$ cat src/rtl/boot_loader_if.sv
// Byte-stream input and memory write bus of the boot loader.
// The slave modport is the loader's view; master is the source/memory side.
interface boot_loader_if #(
   parameter int ADDR_W = 8
);
   logic [7:0]        rx_data;
   logic              rx_valid;
   logic              rx_ready;
   logic              mem_we;
   logic [ADDR_W-1:0] mem_addr;
   logic [31:0]       mem_wdata;

   modport master (
      output rx_data,
      output rx_valid,
      input  rx_ready,
      input  mem_we,
      input  mem_addr,
      input  mem_wdata
   );

   modport slave (
      input  rx_data,
      input  rx_valid,
      output rx_ready,
      output mem_we,
      output mem_addr,
      output mem_wdata
   );
endinterface

$ cat src/rtl/boot_loader.sv
// Framed byte-stream image loader: SYNC, 16-bit word count, big-endian words, optional XOR checksum.
// Define BOOT_LOADER_CHECKSUM_EN to expect and verify the trailing checksum byte.
module boot_loader #(
   parameter int          ADDR_W  = 8,
   parameter int          TIMEOUT = 1000000,
   parameter logic [7:0]  SYNC    = 8'hA5
) (
   input  logic               clk,
   input  logic               rst,
   boot_loader_if.slave       bus,
   output logic               cpu_rst_n,
   output logic               busy,
   output logic               done,
   output logic               err,
   output logic [1:0]         err_code,
   output logic [15:0]        words_loaded
);

   typedef enum logic [2:0] {
      S_IDLE,
      S_COUNT,
      S_DATA,
`ifdef BOOT_LOADER_CHECKSUM_EN
      S_CHECK,
`endif
      S_DONE,
      S_ERROR
   } state_t;

`ifdef BOOT_LOADER_CHECKSUM_EN
   localparam state_t S_TAIL = S_CHECK;
`else
   localparam state_t S_TAIL = S_DONE;
`endif

   localparam int              TO_W      = $clog2(TIMEOUT) + 1;
   localparam logic [TO_W-1:0] TO_LAST   = TO_W'(TIMEOUT - 1);
   localparam logic [32:0]     MAX_WORDS = 33'd1 << ADDR_W;

   state_t            state_q, state_d;
   logic [1:0]        byte_cnt_q, byte_cnt_d;
   logic [15:0]       count_q, count_d;
   logic [23:0]       asm_q, asm_d;
   logic [ADDR_W-1:0] word_idx_q, word_idx_d;
   logic [TO_W-1:0]   idle_q, idle_d;
`ifdef BOOT_LOADER_CHECKSUM_EN
   logic [7:0]        csum_q, csum_d;
`endif

   logic              rx_ready_q, rx_ready_d;
   logic              mem_we_q, mem_we_d;
   logic [ADDR_W-1:0] mem_addr_q, mem_addr_d;
   logic [31:0]       mem_wdata_q, mem_wdata_d;
   logic              cpu_rst_n_q, cpu_rst_n_d;
   logic              busy_q, busy_d;
   logic              done_q, done_d;
   logic              err_q, err_d;
   logic [1:0]        err_code_q, err_code_d;
   logic [15:0]       words_loaded_q, words_loaded_d;

   logic              accept;
   logic [15:0]       count_full;

   assign accept     = bus.rx_valid && rx_ready_q;
   assign count_full = {count_q[7:0], bus.rx_data};

   always_comb begin
      state_d        = state_q;
      byte_cnt_d     = byte_cnt_q;
      count_d        = count_q;
      asm_d          = asm_q;
      word_idx_d     = word_idx_q;
      idle_d         = idle_q;
`ifdef BOOT_LOADER_CHECKSUM_EN
      csum_d         = csum_q;
`endif
      mem_we_d       = 1'b0;
      mem_addr_d     = mem_addr_q;
      mem_wdata_d    = mem_wdata_q;
      err_code_d     = err_code_q;
      words_loaded_d = words_loaded_q;

      if (accept) begin
         idle_d = '0;
      end

      case (state_q)
         S_IDLE: begin
            if (accept && bus.rx_data == SYNC) begin
               state_d    = S_COUNT;
               byte_cnt_d = 2'd0;
`ifdef BOOT_LOADER_CHECKSUM_EN
               csum_d     = 8'd0;
`endif
            end
         end

         S_COUNT: begin
            if (accept) begin
               if (byte_cnt_q == 2'd0) begin
                  count_d    = {8'd0, bus.rx_data};
                  byte_cnt_d = 2'd1;
               end else begin
                  count_d    = count_full;
                  byte_cnt_d = 2'd0;
                  if ({17'd0, count_full} > MAX_WORDS) begin
                     state_d    = S_ERROR;
                     err_code_d = 2'b11;
                  end else if (count_full == 16'd0) begin
                     state_d = S_TAIL;
                  end else begin
                     state_d = S_DATA;
                  end
               end
            end
         end

         S_DATA: begin
            if (accept) begin
               asm_d      = {asm_q[15:0], bus.rx_data};
               byte_cnt_d = byte_cnt_q + 2'd1;
`ifdef BOOT_LOADER_CHECKSUM_EN
               csum_d     = csum_q ^ bus.rx_data;
`endif
               if (byte_cnt_q == 2'd3) begin
                  mem_we_d       = 1'b1;
                  mem_addr_d     = word_idx_q;
                  mem_wdata_d    = {asm_q, bus.rx_data};
                  word_idx_d     = word_idx_q + 1'b1;
                  words_loaded_d = words_loaded_q + 16'd1;
                  if (words_loaded_q + 16'd1 == count_q) begin
                     state_d = S_TAIL;
                  end
               end
            end
         end

`ifdef BOOT_LOADER_CHECKSUM_EN
         S_CHECK: begin
            if (accept) begin
               if (bus.rx_data == csum_q) begin
                  state_d = S_DONE;
               end else begin
                  state_d    = S_ERROR;
                  err_code_d = 2'b01;
               end
            end
         end
`endif

         default: begin
            // DONE and ERROR hold until reset
         end
      endcase

      // busy_q mirrors "state_q is inside a frame", so it gates the idle timer
      if (busy_q && !accept) begin
         if (idle_q == TO_LAST) begin
            state_d    = S_ERROR;
            err_code_d = 2'b10;
         end else begin
            idle_d = idle_q + 1'b1;
         end
      end

      busy_d = (state_d == S_COUNT) || (state_d == S_DATA);
`ifdef BOOT_LOADER_CHECKSUM_EN
      busy_d = busy_d || (state_d == S_CHECK);
`endif
      rx_ready_d  = busy_d || (state_d == S_IDLE);
      done_d      = (state_d == S_DONE);
      cpu_rst_n_d = (state_d == S_DONE);
      err_d       = (state_d == S_ERROR);
   end

   always_ff @(posedge clk) begin
      if (rst) begin
         state_q        <= S_IDLE;
         byte_cnt_q     <= 2'd0;
         count_q        <= 16'd0;
         asm_q          <= 24'd0;
         word_idx_q     <= '0;
         idle_q         <= '0;
`ifdef BOOT_LOADER_CHECKSUM_EN
         csum_q         <= 8'd0;
`endif
         rx_ready_q     <= 1'b0;
         mem_we_q       <= 1'b0;
         mem_addr_q     <= '0;
         mem_wdata_q    <= 32'd0;
         cpu_rst_n_q    <= 1'b0;
         busy_q         <= 1'b0;
         done_q         <= 1'b0;
         err_q          <= 1'b0;
         err_code_q     <= 2'b00;
         words_loaded_q <= 16'd0;
      end else begin
         state_q        <= state_d;
         byte_cnt_q     <= byte_cnt_d;
         count_q        <= count_d;
         asm_q          <= asm_d;
         word_idx_q     <= word_idx_d;
         idle_q         <= idle_d;
`ifdef BOOT_LOADER_CHECKSUM_EN
         csum_q         <= csum_d;
`endif
         rx_ready_q     <= rx_ready_d;
         mem_we_q       <= mem_we_d;
         mem_addr_q     <= mem_addr_d;
         mem_wdata_q    <= mem_wdata_d;
         cpu_rst_n_q    <= cpu_rst_n_d;
         busy_q         <= busy_d;
         done_q         <= done_d;
         err_q          <= err_d;
         err_code_q     <= err_code_d;
         words_loaded_q <= words_loaded_d;
      end
   end

   assign bus.rx_ready  = rx_ready_q;
   assign bus.mem_we    = mem_we_q;
   assign bus.mem_addr  = mem_addr_q;
   assign bus.mem_wdata = mem_wdata_q;
   assign cpu_rst_n     = cpu_rst_n_q;
   assign busy          = busy_q;
   assign done          = done_q;
   assign err           = err_q;
   assign err_code      = err_code_q;
   assign words_loaded  = words_loaded_q;

endmodule
$ cat src/flat_wrapper.sv
// flat-port wrapper written by rule: the top's interface ports become plain ports
module boot_loader_flat 
#(
   parameter int          ADDR_W  = 8,
   parameter int          TIMEOUT = 1000000,
   parameter logic [7:0]  SYNC    = 8'hA5
)
  (clk, rst, cpu_rst_n, busy, done, err, err_code, words_loaded, bus_rx_data, bus_rx_valid, bus_rx_ready, bus_mem_we, bus_mem_addr, bus_mem_wdata);
  boot_loader_if #(.ADDR_W(ADDR_W)) bus_i ();
  input  logic clk;
  input  logic rst;
  output logic cpu_rst_n;
  output logic busy;
  output logic done;
  output logic err;
  output logic [1:0] err_code;
  output logic [15:0] words_loaded;
  input wire logic [$bits(bus_i.rx_data)-1:0] bus_rx_data;
  input wire logic [$bits(bus_i.rx_valid)-1:0] bus_rx_valid;
  output wire logic [$bits(bus_i.rx_ready)-1:0] bus_rx_ready;
  output wire logic [$bits(bus_i.mem_we)-1:0] bus_mem_we;
  output wire logic [$bits(bus_i.mem_addr)-1:0] bus_mem_addr;
  output wire logic [$bits(bus_i.mem_wdata)-1:0] bus_mem_wdata;
  assign bus_i.rx_data = bus_rx_data;
  assign bus_i.rx_valid = bus_rx_valid;
  assign bus_rx_ready = bus_i.rx_ready;
  assign bus_mem_we = bus_i.mem_we;
  assign bus_mem_addr = bus_i.mem_addr;
  assign bus_mem_wdata = bus_i.mem_wdata;
  boot_loader #(.ADDR_W(ADDR_W), .TIMEOUT(TIMEOUT), .SYNC(SYNC)) u_core (.clk(clk), .rst(rst), .bus(bus_i), .cpu_rst_n(cpu_rst_n), .busy(busy), .done(done), .err(err), .err_code(err_code), .words_loaded(words_loaded));
endmodule
$ cat config.mk
export PLATFORM = sky130hd
export DESIGN_NAME = boot_loader_flat
export DESIGN_NICKNAME = d
export VERILOG_FILES = /design/src/rtl/boot_loader_if.sv /design/src/rtl/boot_loader.sv /design/src/flat_wrapper.sv
export SDC_FILE = /design/constraint.sdc
export NUM_CORES = 1
export LEC_CHECK = 0
export BUFFER_PORTS_ARGS = -buffer_cell sky130_fd_sc_hd__clkbuf_2
export CORE_ASPECT_RATIO = 0.8
export CORE_MARGIN = 8
export CORE_UTILIZATION = 62
export CTS_CLUSTER_SIZE = 24
export DETAILED_ROUTE_END_ITERATION = 8
export PLACE_DENSITY_LB_ADDON = 0.05
export SLEW_MARGIN = 20
export SYNTH_ARGS = -nofsm -noshare
export SYNTH_HDL_FRONTEND = slang
export SYNTH_SLANG_ARGS = --single-unit
$ cat constraint.sdc
create_clock -name clk -period 3.7 [get_ports clk]
set_input_delay 0.925 -clock clk [delete_from_list [all_inputs] [get_ports clk]]
set_output_delay 0.925 -clock clk [all_outputs]
set_load 0.005 [all_outputs]
== Word level (Yosys, flattened, before mapping) ==
Index checks and enable logic that the tools add are counted.
Word-level totals
  logic and storage cells: 78
  register bits: 137
  input port bits: 11
  output and inout bits: 64
Cells by class
  mux-type cells: 27
  add/subtract/negate cells: 4
  reduce and logical (&&, ||, !) cells: 16
  bitwise gates (word level): 2
  magnitude comparators: 1
  equality and inequality tests: 13
Operators with widths (number)
  2-to-1 mux 21 bit: 3
  2-to-1 mux 3 bit: 9
  adder 21 x 1 -> 21 bit (second input constant): 1
  == test 21 x 20 -> 1 bit (second input constant): 1
  2-to-1 mux 2 bit: 9
  adder 16 x 1 -> 16 bit (second input constant): 1
  == test 16 bit: 1
  greater-than comparator 16 x 9 -> 1 bit (second input constant): 1
  zero test 16 bit: 1
  2-to-1 mux 16 bit: 1
  == test 3 x 2 -> 1 bit (second input constant): 3
  case mux 3 bit (3 select lines): 1
  adder 8 x 1 -> 8 bit (second input constant): 1
  == test 8 bit (second input constant): 1
  == test 3 x 1 -> 1 bit (second input constant): 2
  zero test 3 bit: 2
  != test 2 x 1 -> 1 bit (second input constant): 3
  case mux 2 bit (3 select lines): 1
  AND reduction 2 bit: 2
  AND reduction 4 bit: 1
  == test 3 bit (second input constant): 1
  logical AND 1 bit: 3
  2-to-1 mux 1 bit: 3
  AND reduction 3 bit: 1
  8 further kinds: 10

== Logic depth before layout (Yosys ltp) ==
Gate-level depths: netlist (run 1).
  depth in word-level cells: 11
  gate-level depth with buffers: 8
  mapped depth without buffers: 8

== Worst setup path before layout (run 1) ==
OpenSTA, ideal clock, no wires.
  path type: flip-flop to flip-flop
  start point: register u_core.words_loaded_q[0], in the netlist u_core.words_loaded[0]
  end point: register u_core.rx_ready_q, in the netlist u_core.bus.rx_ready
  library setup time: 120 ps
  required time: 3580 ps
  stages on the path, launching flop included: 9
  period minus slack after synthesis: 2543 ps
  slack: 1157 ps
  arrival time: 2423 ps
  path through: dfxtp_1 -> ha_1 -> nand3_2 -> nor4_4 -> xnor2_1 -> or4_4 -> nor4_4 -> a31oi_2 -> o31a_1
On the way
  longest elaborated chain between the ends: 11
  elaborated cells between the ends (all ways): 13
  classes of those cells: add/sub (1); eq/ne (3); mux (6); reduce/logical (3)
Ends and longest elaborated chain
  start: declaration: line boot_loader.sv:59  | logic [15:0] words_loaded_q, words_loaded_d;
  start signal: assignment: line boot_loader.sv:216  | words_loaded_q <= words_loaded_d;
  adder 16 x 1 -> 16 bit (*): line boot_loader.sv:131  | if (words_loaded_q + 16'd1 == count_q) begin
  == test 16 bit (*): line boot_loader.sv:131
  2-to-1 mux 3 bit (*): line boot_loader.sv:131
  2-to-1 mux 3 bit (*): line boot_loader.sv:125  | if (byte_cnt_q == 2'd3) begin
  2-to-1 mux 3 bit (*): line boot_loader.sv:119  | if (accept) begin
  case mux 3 bit (3 select lines) (*): line boot_loader.sv:87  | case (state_q)
  2-to-1 mux 3 bit: line boot_loader.sv:158  | if (idle_q == TO_LAST) begin
  2-to-1 mux 3 bit (*): line boot_loader.sv:157  | if (busy_q && !accept) begin
  == test 3 x 1 -> 1 bit / == test 3 x 2 -> 1 bit (equally long branches): line boot_loader.sv:166  | busy_d = (state_d == S_COUNT) || (state_d == S_DATA);
  logical OR 1 bit: line boot_loader.sv:166
  logical OR 1 bit (*): line boot_loader.sv:170  | rx_ready_d = busy_d || (state_d == S_IDLE);
  end signal: assignment: line boot_loader.sv:207  | rx_ready_q <= rx_ready_d;
  end: declaration: line boot_loader.sv:50  | logic rx_ready_q, rx_ready_d;
Every way passes the cells marked *; elsewhere a longest branch is shown, timed or not.
A chain may end at the register's enable or synchronous reset.

== Final worst setup path (run 1) ==
Ends and elaborated chain as after synthesis.

==> flow_summary.toml, run 1 <==
[route]
drt-initial-drc-count = 446
route.antenna.remaining_nets = 0
dr.pass1.iters = 6
drt_wl_total_um = 14200
vias = 5261
via_per_inst = 5.80
drc = 0
wl_per_cell_um = 15.7

[clocking]
clkLatencyLatePin_ps = 420
clk_path_buf_depth = 2
cts.sinks = 137
cts_buffers = 17
clock-root-buffer = "clkbuf_16"
cts_hold_buf = 0
postCtsSetupRepairBufs = 0
htreeDepth = 4
clk_pin_slew_ps = 60
cts_tree = "built"
cts.repair.resized = 0

[sta]
max_freq_ghz = 0.357
period_share = 0.758
finalSetupViolations = 0
slew_headroom = 0.334
setup-tns-final_ps = 0
rsz0062_at_grt = "false"
hold_violations = 0
finClkSkew_ps = 8.90
worst_slew_pin_slew_ps = 991
final_max_slew_viol_count = 0
min_period_ps = 2800

[global_route]
grt_pass1_wl_um = 23500
grt_max_degree = 64
grt_usage = 0.221
overflow = 0
grt_pass1_vias = 5007
antenna_found_initial = 0

[die]
dieHeight_um = 103
die_w_um = 125
rows = 31
initial_core_util = 0.644
die-area_um2 = 12900
core_area_um2 = 9110
io_pins = 75

[synthesis]
synth_ff_type = "dfxtp_1"
ys_warn_count = 0
syn_avg_cell_area_um2 = 8.12
synth_cells = 723
syn_area_um2 = 5870
synth_edf_count = 0
async_flop_share = 0
synth_nets = 739
ys_seq_area_frac = 0.467
synth-seq-cells = 137
synth.distinct_cells = 52

[power]
p_total_mw = 3.32
p_leak_nw = 2.51
powerDensity_nw_per_um2 = 484
ir_drop_mv = 0.406

[critical_path]
cp.depth = 8
required_ps = 4010
cp_data_arrival_time_ps = 3110
cpPeakStageDelay_ps = 550
r2r-end = "u_core.bus.rx_ready$_SDFF_PP0_"
critPathBufInv = 0
startpoint_type = "register"
end_kind = "register"
path_common_cell = "nor4_4"
crit-reg2reg-launch = "u_core.words_loaded[0]$_SDFFE_PP0P_"
crit_path_top_delay_cell = "or4_4"
critical_path.top_delay_family = "simple AND/OR/NAND/NOR gates"
cp_max_fo = 7
path_class = "register to register"
rrSetupSlack_ps = 900
crit_chain = "ha_1, nand3_2, nor4_4, xnor2_1, or4_4, nor4_4, a31oi_2, o31a_1"
crit_start = "u_core.words_loaded[0]$_SDFFE_PP0P_"
cp-endpoint = "u_core.bus.rx_ready$_SDFF_PP0_"
worstRegToRegCells = 8

[status]
outcome = "finished clean"

[min_path]
hold_path_class = "register to register"

[layout]
final_nets = 795
diodes = 0
area.sequential_um2 = 2740
area_growth_pct = 16.6
multiInputGateArea_um2 = 2910
layout-drive-gt1-share = 0.154
fillCellCount = 723

[place]
gp_congestion = 0.890
io_buffer_count = 74
dp.final_hpwl_um = 9440

[run]
maxCapViolCount = 0
==> synthesized netlist by cell type (5+ instances only) <==
master      n  area, um2
nand2_1   183        687
dfxtp_1   137       2740
a21oi_1    89        445
nor2_1     67        251
clkbuf_1   33        124
xnor2_1    28        245
xor2_1     27        236
nand3_1    17       85.1
nor3_1     16       80.1
nand4_1    15       93.8
o21ai_0    12       60.1
and3_1     10       62.6
a22oi_1     8       60.1
or3_1       8       50.1
nor4_1      7       43.8
ha_1        5       62.6
inv_1       5       18.8
nand2b_1    5       31.3
==> where the power goes <==
part / internal, mW / switching, mW / leakage [nW] / total [mW]
logic: 0.00806 / 0.0357 / 1.11 / 0.0438
registers: 1.48 / 0.000604 / 1.10 / 1.48
clock network: 1.15 / 0.648 / 0.299 / 1.80
==> cell families (layout without fill, tap and decap cells) <==
logic type | count (synthesis) | after routing | synth area share
multiplexers | 2 | 2 | 0.00341
adder cells (fa/ha/maj) | 5 | 5 | 0.0107
XOR/XNOR | 55 | 55 | 0.0820
buffers and inverters | 45 | 114 | 0.0384
flip-flops | 137 | 137 | 0.467
AND/OR/NAND/NOR | 354 | 354 | 0.279
AO/OA/AOI/OAI | 125 | 125 | 0.120
==> area by class of cell <==
| class | count | area share |
|---|---|---|
| repair buffers | 77 | 0.0578 |
| inverters | 5 | 0.00274 |
| well taps | 115 | 0.0210 |
| multi-input cells | 541 | 0.425 |
| clock buffers | 18 | 0.0642 |
| clock inverters | 14 | 0.0285 |
| flip-flops and latches | 137 | 0.401 |
==> sequential cells by signal, indices dropped and copies added, names as in the netlist, 2 cells and up <==
signal / count
u_core.asm_q: 24
u_core.count_q: 16
u_core.bus.mem_addr: 8
u_core.byte_cnt_q: 2
u_core.word_idx_q: 8
u_core.words_loaded: 16
u_core.err_code: 2
u_core.state_q: 3
u_core.idle_q: 21
u_core.bus.mem_wdata: 32
==> worst reg2reg max path, cell delays in order, from the launching register on <==
cell     delay (ps)
dfxtp_1         470
ha_1            360
nand3_2         170
nor4_4          300
xnor2_1         110
or4_4           550
nor4_4          230
a31oi_2         180
o31a_1          320
==> worst min-delay path by stage <==
stage,start,cells after the start,to
detailed placement,u_core.asm_q[17]$_SDFFE_PP0P_,2,u_core.bus.mem_wdata[25]$_SDFFE_PP0P_
finish,u_core.asm_q[17]$_SDFFE_PP0P_,2,u_core.bus.mem_wdata[25]$_SDFFE_PP0P_
global placement,u_core.asm_q[17]$_SDFFE_PP0P_,2,u_core.bus.mem_wdata[25]$_SDFFE_PP0P_
global route,u_core.asm_q[18]$_SDFFE_PP0P_,2,u_core.asm_q[18]$_SDFFE_PP0P_
CTS,u_core.asm_q[17]$_SDFFE_PP0P_,2,u_core.bus.mem_wdata[25]$_SDFFE_PP0P_
floorplan,u_core.asm_q[16]$_SDFFE_PP0P_,2,u_core.bus.mem_wdata[24]$_SDFFE_PP0P_
==> routing by layer <==
| metal | part of all wire | routed length [um] | vias up | global-route usage |
|---|---|---|---|---|
| met4 | 0.021 | 302 | 0 | 0.0942 |
| met1 | 0.44 | 6280 | 2460 | 0.269 |
| met2 | 0.47 | 6680 | 199 | 0.364 |
| met3 | 0.066 | 934 | 29 | 0.0617 |
| li1 | - | - | 2573 | - |
| met5 | 0 | 0 | - | 0 |
==> stage by stage <==
step / std cells / area, um2 / utilization / hold WS (ps) / worst slack (ps)
after floorplan: 723 / 5870 / - / 432 / 1160
after global placement: 875 / 6210 / 0.681 / 440 / 976
after detailed placement: 875 / 6210 / 0.681 / 442 / 869
after CTS: 907 / 6850 / 0.751 / 449 / 920
after global routing: 907 / 6850 / 0.751 / 472 / 740
final: 907 / 6850 / 0.751 / 446 / 896
==> cells in the final DEF, fill, tap and decap left out, drive strengths merged, types with 2 or more instances in the layout <==
cell,synthesis,layout
a21oi,89,89
a221oi,2,2
a22oi,8,8
a31oi,3,3
and2,4,4
and3,11,11
and4,4,4
buf,4,4
bufinv,0,4
clkbuf,36,91
clkinv,0,4
clkinvlp,0,4
dfxtp,137,137
ha,5,5
inv,5,7
mux2i,2,2
nand2,183,183
nand2b,5,5
nand3,18,18
nand3b,3,3
nand4,16,16
nor2,67,67
nor3,16,16
nor3b,2,2
nor4,9,9
nor4b,2,2
o211ai,2,2
o21ai,12,12
or3,9,9
or4,2,2
xnor2,28,28
xor2,27,27
No activity file was read; power rests on OpenSTA's default activity.
==> inputs of run 2 (changes only) <==
CORE_UTILIZATION = 57   (was 62)
clock period = 2.6 ns   (was 3.7 ns; I/O delays follow)
==> run 2 against run 1 <==
First-iteration DRC count is 16% lower; setup slack worse by 770 ps; via count down 0.61%; largest power group unchanged; sequential share of layout area down 1.7 points; critical path type unchanged; global-route usage decreased by 1.6 points; worst hold slack better by 5.7 ps; core utilization down 4.8 points; highest routed layer unchanged; maximum frequency up 13%; critical path depth fell by 1; critical endpoint unchanged.
==> flow_summary.toml, run 2 (synthesis gave the netlist of run 1 again) <==
[layout]
utilization = 0.703
layout_common_cells = "nand2_1 (183), dfxtp_1 (136), a21oi_1 (89)"
area_growth_pct = 21.6
largest_reg_flops = 32
multiInputGateArea_um2 = 2930
fillCellCount = 877
diodes = 0
final_common_cell = "nand2_1"
final_design_area_no_fill_um2 = 7140
area.sequential_um2 = 2740
final_nets = 824
layout-drive-gt1-share = 0.184
instances_no_fill = 961

[sta]
max_freq_ghz = 0.404
worst_slew_pin_slew_ps = 912
slew_headroom = 0.388
setup_ws_ps = 125
finClkSkew_ps = 7.75
setup-tns-final_ps = 0
min_period_ps = 2480
period_share = 0.952
rsz0062_at_grt = "false"
hold_violations = 0
holdWs_ps = 452
finalSetupViolations = 0
final_max_slew_viol_count = 0

[route]
drt-initial-drc-count = 375
drt_wl_total_um = 14300
wl_per_cell_um = 14.8
route.antenna.remaining_nets = 0
dr.pass1.iters = 5
vias = 5229
via_per_inst = 5.44
drc = 0

[clocking]
cts_hold_buf = 0
clock-root-buffer = "clkbuf_16"
htreeDepth = 4
cts.sinks = 137
postCtsSetupRepairBufs = 0
cts.repair.resized = 0
clk_pin_slew_ps = 60
cts_tree = "built"
cts_buffers = 17
clkLatencyLatePin_ps = 410
clk_path_buf_depth = 2

[global_route]
overflow = 0
grt_max_degree = 99
grt_pass1_vias = 4871
antenna_found_initial = 0
grt_pass1_wl_um = 23300
grt_usage = 0.205

[power]
p_clk_frac = 0.547
p_total_mw = 4.80
p_int_mw = 3.85
switching_share = 0.198
powerDensity_nw_per_um2 = 672
p_switching_mw = 0.950
combPwrFrac = 0.015
p_seq_frac = 0.437
p_leak_nw = 2.67
ir_drop_mv = 0.517

[place]
post-place-cells = 929
place_ws_ps = 13.0
dp.final_hpwl_um = 9700
place_area_um2 = 6470
io_buffer_count = 74
gp_congestion = 0.868

[critical_path]
required_ps = 2900
rrSetupSlack_ps = 120
end_kind = "register"
r2r-end = "u_core.bus.rx_ready$_SDFF_PP0_"
startpoint_type = "register"
path_class = "register to register"
crit-reg2reg-launch = "u_core.words_loaded[11]$_SDFFE_PP0P_"
cp_max_fo = 10
worstRegToRegCells = 7
cp_data_arrival_time_ps = 2770

[min_path]
hp-start = "u_core.bus.mem_addr[7]$_SDFFE_PP0P_"
hold_end = "u_core.bus.mem_addr[7]$_SDFFE_PP0P_"
hold_path_class = "register to register"
hold_path_depth = 2

[die]
io_pins = 75
die-area_um2 = 13800
rows = 33
dieHeight_um = 107
initial_core_util = 0.578
die_w_um = 129
core_area_um2 = 10200

[status]
outcome = "finished clean"

[run]
maxCapViolCount = 0
## run 2: routing by layer
layer  track usage  routed length [um]
met4        0.0620                 138
met1         0.265                6500
met5             0                   0
met2         0.325                6730
met3        0.0615                 885
## run 2: layout make-up
class / instances / area share
multi-input combinational: 541 / 0.411
sequential: 137 / 0.384
timing repair buffer: 106 / 0.0876
clock buffer: 22 / 0.0636
clock inverter: 10 / 0.0268
tap: 140 / 0.0245
inverter: 5 / 0.00263
## run 2: critical path, stage by stage (launching register included)
cell and delay [ps]:
dfxtp_1 560, nand4_1 170, or4_1 510, xnor2_1 190
a21oi_1 120, nor4_4 340, a31oi_4 170, o31a_1 300
## run 2: worst max-delay path by stage
stage,from,end,slack (ps)
after global placement,u_core.words_loaded[0]$_SDFFE_PP0P_,u_core.bus.rx_ready$_SDFF_PP0_,50
after global routing,u_core.state_q[1]$_SDFF_PP0_,u_core.bus.rx_ready$_SDFF_PP0_,5
after floorplan,u_core.words_loaded[0]$_SDFFE_PP0P_,u_core.bus.rx_ready$_SDFF_PP0_,60
final,u_core.words_loaded[11]$_SDFFE_PP0P_,u_core.bus.rx_ready$_SDFF_PP0_,120
after CTS,u_core.words_loaded[0]$_SDFFE_PP0P_,u_core.bus.rx_ready$_SDFF_PP0_,9
after detailed placement,u_core.words_loaded[0]$_SDFFE_PP0P_,u_core.bus.rx_ready$_SDFF_PP0_,10
## run 2: power by group through the flow
stage,sequential [mW],combinational [mW],clock [mW]
global route,2.10,0.0785,2.75
CTS,2.10,0.0717,2.66
global placement,2.15,0.0709,0
detailed placement,2.15,0.0716,0
finish,2.10,0.0725,2.63
floorplan,2.15,0.0382,0
